--- config.mk ---
export PLATFORM = sky130hd
export DESIGN_NAME = ckv_win_counter
export DESIGN_NICKNAME = d
export VERILOG_FILES = /design/src/rtl/ckv_win_counter.sv
export SDC_FILE = /design/constraint.sdc
export NUM_CORES = 1
export LEC_CHECK = 0
export ABC_CLOCK_PERIOD_IN_PS = 5300
export CAP_MARGIN = 20
export CORE_UTILIZATION = 59
export CTS_CLUSTER_SIZE = 8
export DETAILED_ROUTE_END_ITERATION = 8
export GPL_ROUTABILITY_DRIVEN = 0
export PLACE_DENSITY = 0.95
export SYNTH_ARGS = -nofsm -noshare
export SYNTH_HDL_FRONTEND = slang
export SYNTH_SLANG_ARGS = --single-unit
--- constraint.sdc ---
create_clock -name CLKSMP -period 5.3 [get_ports CLKSMP]
set_input_delay 0.795 -clock CLKSMP [delete_from_list [all_inputs] [get_ports CLKSMP]]
set_output_delay 0.795 -clock CLKSMP [all_outputs]
set_load 0.03 [all_outputs]
--- src/rtl/ckv_win_counter.sv ---
// CKVD-domain window counter feeding the AFC SAR frequency compare.
// Counts CLKSMP cycles while the synchronized REF gate is high, then holds the
// result behind a four-phase RDY/ACK handshake for the REF-domain consumer.
module ckv_win_counter #(
   parameter int unsigned CNT_W       = 18,
   parameter int unsigned SYNC_STAGES = 2
) (
   input  logic             CLKSMP,
   input  logic             NARST,
   input  logic             EN,
   input  logic             GATE,
   input  logic             ACK,
   output logic [CNT_W-1:0] CNT_OUT,
   output logic             RDY,
   output logic             OVF,
   output logic             MISS,
   output logic             BUSY
);

   typedef enum logic [1:0] {StIdle, StCount, StHold, StAckLow} state_e;

   localparam logic [CNT_W-1:0] CntMax = '1;
   localparam logic [CNT_W-1:0] CntOne = CNT_W'(1);

   logic [SYNC_STAGES-1:0] gate_sync_q;
   logic [SYNC_STAGES-1:0] ack_sync_q;
   logic                   gate_d_q;
   logic                   gate_s;
   logic                   ack_s;
   logic                   rise;
   logic                   fall;

   state_e                 state_q;
   logic [CNT_W-1:0]       cnt_q;
   logic                   ovf_flag_q;
   logic [CNT_W-1:0]       cnt_out_q;
   logic                   rdy_q;
   logic                   ovf_q;
   logic                   miss_q;
   logic                   busy_q;

   // Input synchronizers and gate edge history; free-running regardless of EN.
   always_ff @(posedge CLKSMP or negedge NARST) begin
      if (!NARST) begin
         gate_sync_q <= '0;
         ack_sync_q  <= '0;
         gate_d_q    <= 1'b0;
      end else begin
         gate_sync_q <= {gate_sync_q[SYNC_STAGES-2:0], GATE};
         ack_sync_q  <= {ack_sync_q[SYNC_STAGES-2:0], ACK};
         gate_d_q    <= gate_s;
      end
   end

   assign gate_s = gate_sync_q[SYNC_STAGES-1];
   assign ack_s  = ack_sync_q[SYNC_STAGES-1];
   assign rise   = gate_s & ~gate_d_q;
   assign fall   = ~gate_s & gate_d_q;

   // Window FSM with registered outputs; CNT_OUT/OVF only load on COUNT->HOLD.
   always_ff @(posedge CLKSMP or negedge NARST) begin
      if (!NARST) begin
         state_q    <= StIdle;
         cnt_q      <= '0;
         ovf_flag_q <= 1'b0;
         cnt_out_q  <= '0;
         rdy_q      <= 1'b0;
         ovf_q      <= 1'b0;
         miss_q     <= 1'b0;
         busy_q     <= 1'b0;
      end else if (!EN) begin
         // CNT_OUT deliberately keeps the last result across disable.
         state_q    <= StIdle;
         cnt_q      <= '0;
         ovf_flag_q <= 1'b0;
         rdy_q      <= 1'b0;
         ovf_q      <= 1'b0;
         miss_q     <= 1'b0;
         busy_q     <= 1'b0;
      end else begin
         unique case (state_q)
            StIdle: begin
               if (rise) begin
                  cnt_q      <= CntOne;
                  ovf_flag_q <= 1'b0;
                  busy_q     <= 1'b1;
                  state_q    <= StCount;
               end
            end
            StCount: begin
               if (gate_s) begin
                  if (cnt_q == CntMax) begin
                     ovf_flag_q <= 1'b1;
                  end else begin
                     cnt_q <= cnt_q + CntOne;
                  end
               end else if (fall) begin
                  cnt_out_q <= cnt_q;
                  ovf_q     <= ovf_flag_q;
                  rdy_q     <= 1'b1;
                  busy_q    <= 1'b0;
                  state_q   <= StHold;
               end
            end
            StHold: begin
               // A window opening while the result is unconsumed is dropped.
               if (rise) begin
                  miss_q <= 1'b1;
               end
               if (ack_s) begin
                  rdy_q   <= 1'b0;
                  state_q <= StAckLow;
               end
            end
            StAckLow: begin
               if (rise) begin
                  miss_q <= 1'b1;
               end
               if (!ack_s) begin
                  state_q <= StIdle;
               end
            end
            default: state_q <= StIdle;
         endcase
      end
   end

   assign CNT_OUT = cnt_out_q;
   assign RDY     = rdy_q;
   assign OVF     = ovf_q;
   assign MISS    = miss_q;
   assign BUSY    = busy_q;

endmodule

# ---- Word level (Yosys, flattened, before mapping)
# Index checks and enable logic that the tools add are counted.
# Widths: inputs -> output; s select.
dict set report classes {
  n_addsub 1
  n_eq_ne 19
  muxes 33
  n_bitwise 4
  reduce_logical 10
}
# cell count
set op_table {}
lappend op_table {{$mux 18} 4}
lappend op_table {{$pmux 18 s2} 1}
lappend op_table {{$ne 3x3->1 const B} 8}
lappend op_table {{$reduce_and 4->1} 5}
lappend op_table {{$add 18x1->18 const B} 1}
lappend op_table {{$eq 18x18->1 const B} 1}
lappend op_table {{$mux 1} 18}
lappend op_table {{$mux 2} 6}
lappend op_table {{$pmux 2 s4} 1}
lappend op_table {{$ne 2x1->1 const B} 3}
lappend op_table {{$ne 3x1->1 const B} 2}
lappend op_table {{$pmux 1 s2} 3}
lappend op_table {{$reduce_and 5->1} 1}
lappend op_table {{$eq 2x2->1 const B} 2}
lappend op_table {{$ne 2x2->1 const B} 2}
lappend op_table {{$reduce_and 3->1} 1}
lappend op_table {{$and 1x1->1} 2}
lappend op_table {{$eq 2x1->1 const B} 1}
lappend op_table {{$logic_not 2->1} 1}
lappend op_table {{$not 1->1} 2}
lappend op_table {{$reduce_and 2->1} 1}
lappend op_table {{$reduce_or 2->1} 1}
dict set report totals {
  regBits 48
  in_bits 5
  out_inout_bits 22
  elab_cells 78
}

# ---- Longest topological paths before layout
dict set report depth {
  ltp_word 6
  ltp_mapped 8
  depth_no_buf 7
}

# ---- Worst setup path before layout
# No wires, ideal clock.
dict set report synth_path {
  path_kind {register to register}
  start {reg state_q[0]}
  end {reg cnt_q[6]}
  setup_time_ps 129
  arrival_time_ps 1700
  required_time_ps 5171
  setup_slack_ps 3471
  path_stages_with_launch 9
  n_path_buf 1
  period_less_slack_ps 1829
  path_cell_list {dfrtp_1 inv_1 ha_1 inv_1 o31a_1 a41o_2 buf_6 o21ai_0 o41ai_1}
}
dict set report synth_via {
  elab_chain_len 3
  word_cells_on_any_way 9
  classes_between {eq/ne (5); mux (2); reduce/logical (2)}
}
# element line
set synth_rtl {}
lappend synth_rtl {{start: declaration} 33} ;# state_e state_q;
lappend synth_rtl {{start signal: assignment} 63} ;# state_q <= StIdle;
lappend synth_rtl {{start signal: assignment} 73} ;# state_q <= StIdle;
lappend synth_rtl {{start signal: assignment} 87} ;# state_q <= StCount;
lappend synth_rtl {{$eq 2x1->1 or $logic_not 2->1 (tied branches)} 81} ;# unique case (state_q)
lappend synth_rtl {{$ne 3x3->1 (no source line), or another cell as far along} n/a}
lappend synth_rtl {{$reduce_and 4->1 (no source line) or $mux 18 (tied branches)} n/a}
lappend synth_rtl {{end signal: assignment} 84} ;# cnt_q <= CntOne;
lappend synth_rtl {{end signal: assignment} 95} ;# cnt_q <= cnt_q + CntOne;
lappend synth_rtl {{end: declaration} 34} ;# logic [CNT_W-1:0] cnt_q;
# Parallel ways exist; a longest one is shown, timed or not.
# A chain may end at the register's enable or synchronous reset.

# ---- Final worst setup path
dict set report layout_path {
  start {in EN}
  end {reg cnt_out_q[11] (netlist: CNT_OUT[11])}
}
dict set report layout_via {
  elab_chain_len 1
}
# element line
set layout_rtl {}
lappend layout_rtl {{start: declaration} 10} ;# input logic EN,
lappend layout_rtl {{$reduce_and 4->1 (no source line)} n/a}
lappend layout_rtl {{end signal: assignment} 98} ;# cnt_out_q <= cnt_q;
lappend layout_rtl {{end: declaration} 36} ;# logic [CNT_W-1:0] cnt_out_q;
# No other way between the ends.

==> metrics.txt <==
outcome=finished clean; Post-CTS Resized=0; Fmax achieved=0.414 GHz; diodes inserted=0; Ys Warns=0; Num CTS Buffers=5; core area=3660 sq um; I/O pin total=27; Psw=0.000271 W; total number of vias=1744; Root Driver=clkbuf_8; Total GRT Usage=between 20% and 30%; clk buf depth=2; CTS H-tree lvls=2; fill count=241; synth top area cells=dfrtp_1, mux2_2, o21ai_0; Sink Count=48; R2R setup slack=between 2 and 3 ns; Final Max Slew Viols=0; Sw Share=31.9%; row cnt=22; post-synth top area share=53.6%; CTS tree=done; post-CTS setup buffer count=0; Least-Margin Pin Slew=roughly 0.94 ns; Pwr Total=0.000848 W; via-per-instance ratio=6.08; Post-Synthesis Cells=210; Reg2Reg Depth=4; synthesized area=2240 sq um; Post-Syn Nets=approximately 220; relative max-transition margin=37.3%; Die Ht=63.6 um; setup TNS=0 ns; first-pass GRT wire length=7330 um; Worst EP required=5.49 ns; worst flop-to-flop path startpoint=state_q[1]$_DFFE_PN0P_; CP Max Fanout=19; crit end category=flop; clock share of power=26.6%; initial antenna violation count=0; Initial Utilization=61.2%; pin count of the biggest net entering global routing=49; Critical R2R Capture=CNT_OUT[11]$_DFFE_PN0P_; DR WL/cell=15.0 um; routed wire length=4310 um; Hold-fix buffers, CTS=0; Hold WC Path Type=reg -> reg; worst hold start=gate_sync_q[0]$_DFF_PN0_; commonest non-fill, non-tap cell in the layout=dfrtp_1; combinational power share=between 20 and 30%; Seq pwr share=48.0%; CP Launch Type=input pin; max-cap violation count=0; Die Width=about 64 um; Layout area overhead=17.7%; drt drc=0; die area=4050 sq um; Final setup viols=0; crit share post-route=45.6%; Lkg Pwr=1.18 nW; Internal Power=0.000577 W; Yosys top cell by area=dfrtp_1; maximum vdd drop=0.254 mV; synth unique cells=37; crit path kind=in -> reg; fin nets=roughly 250; clock slew seen by the registers of the worst setup and hold paths=0.08 ns; number of global-route vias before repair=about 1.5k; Seq cells post-synth=48; Worst-Skew Late Latency=0.31 ns; Avg Inst Size Synth=roughly 11 sq um; most frequent cells in the layout=dfrtp_1, o21ai_0, clkdlybuf4s50_1, nand2_1; Synth Flop Type=dfrtp_1; unrepaired setup endpoints after global routing=false; register area share after synthesis=53.6%; share of cells above drive strength 1=14.6%; PD cells=322 nW/um^2; Tmin final=~2.4 ns; Worst EP arrival=between 2 and 3 ns; Hold Path End=gate_sync_q[1]$_DFF_PN0_; DRT iter0 DRCs=96; DP HPWL=2810 um; PortBufs=26; EDFF count, synth=0; Routed Antenna Nets=0; Fin. Hold Viols=0; clk_skew=0.00511 ns; Pre-antenna DRT Iters=4; GRT overflow=0; worst hold stages=0; ys async rst share=100%
## synth_stat cells, types with 2 or more instances
master,n
nor2b_1,2
inv_1,5
a31oi_1,5
and3_1,2
nand2_1,18
mux2i_1,4
mux2_2,17
a21oi_1,10
ha_1,6
o21a_1,2
dfrtp_1,48
buf_2,4
o21ai_0,27
o31ai_1,3
nand4_1,7
nor3_1,2
nand3_1,11
nand2b_1,2
nor2_1,17
## power by group through the flow
stage                     combinational [W]  clock [W]  sequential [W]
final                              0.000215   0.000225        0.000407
after global routing               0.000239   0.000245        0.000411
after CTS                          0.000211   0.000230        0.000407
after detailed placement           0.000208          0        0.000414
after global placement             0.000198          0        0.000413
after floorplan                    0.000133          0        0.000429
## cell type report
type	instances	area (sq um)	area share [%]
Sequential cell	48	1200	45.6
Multi-Input combinational cell	150	980	37.2
Timing Repair Buffer	28	283	10.7
Clock buffer	7	86.3	3.27
Tap cell	48	60.1	2.28
Inverter	5	18.8	0.712
Clock inverter	1	7.51	0.285
## how the worst max path moves through the flow
stage | cells after the start | end | start | slack, ns
2_1_floorplan | 8 | cnt_q[6]$_DFFE_PN0P_ | state_q[0]$_DFFE_PN0P_ | 3.47
3_3_place_gp | 5 | cnt_q[11]$_DFFE_PN0P_ | EN | 2.50
3_5_place_dp | 5 | cnt_q[11]$_DFFE_PN0P_ | EN | 2.40
4_1_cts | 5 | cnt_q[11]$_DFFE_PN0P_ | EN | 2.70
5_1_grt | 6 | cnt_q[11]$_DFFE_PN0P_ | EN | 2.74
6_report | 3 | CNT_OUT[11]$_DFFE_PN0P_ | EN | 2.88
## kinds of logic after synthesis
| logic type | after synthesis | share of synthesized area, % |
|---|---|---|
| AND/OR/NAND/NOR | 68 | 15.5 |
| AO/OA/AOI/OAI | 55 | 14.6 |
| flip-flops | 48 | 53.6 |
| multiplexers | 21 | 10.3 |
| buffers and inverters | 12 | 2.63 |
| adder cells (fa/ha/maj) | 6 | 3.35 |
## metrics by stage
step	cells	util, %	setup slack (ns)	hold slack [ns]	area [sq um]
after floorplan	210	-	3.47	0.331	2240
after global placement	277	68.7	2.50	0.334	2510
after detailed placement	277	68.7	2.40	0.335	2510
after CTS	285	71.3	2.70	0.354	2610
after global routing	287	72.0	2.74	0.378	2640
final	287	72.0	2.88	0.352	2640
## routing by layer
| metal | wire (um) | up-vias | global-route usage (%) |
|---|---|---|---|
| met5 | 0 | - | 0 |
| met3 | 290 | 11 | 5.80 |
| met1 | 1890 | 843 | 33.7 |
| met2 | 2010 | 64 | 34.4 |
| li1 | - | 826 | - |
| met4 | 121 | 0 | 13.1 |
## state kept, by name, indices dropped and copies added, names as in the netlist
name and count:
gate_d_q 1, RDY 1, MISS 1, CNT_OUT 18, cnt_q 18, state_q 2, OVF 1, ovf_flag_q 1
BUSY 1, gate_sync_q 2, ack_sync_q 2
## critical path: stages
cell and delay (ns):
clkdlybuf4s50_1 0.56, nand3_1 0.69, mux2_2 0.55
No activity file was read; power rests on OpenSTA's default activity.
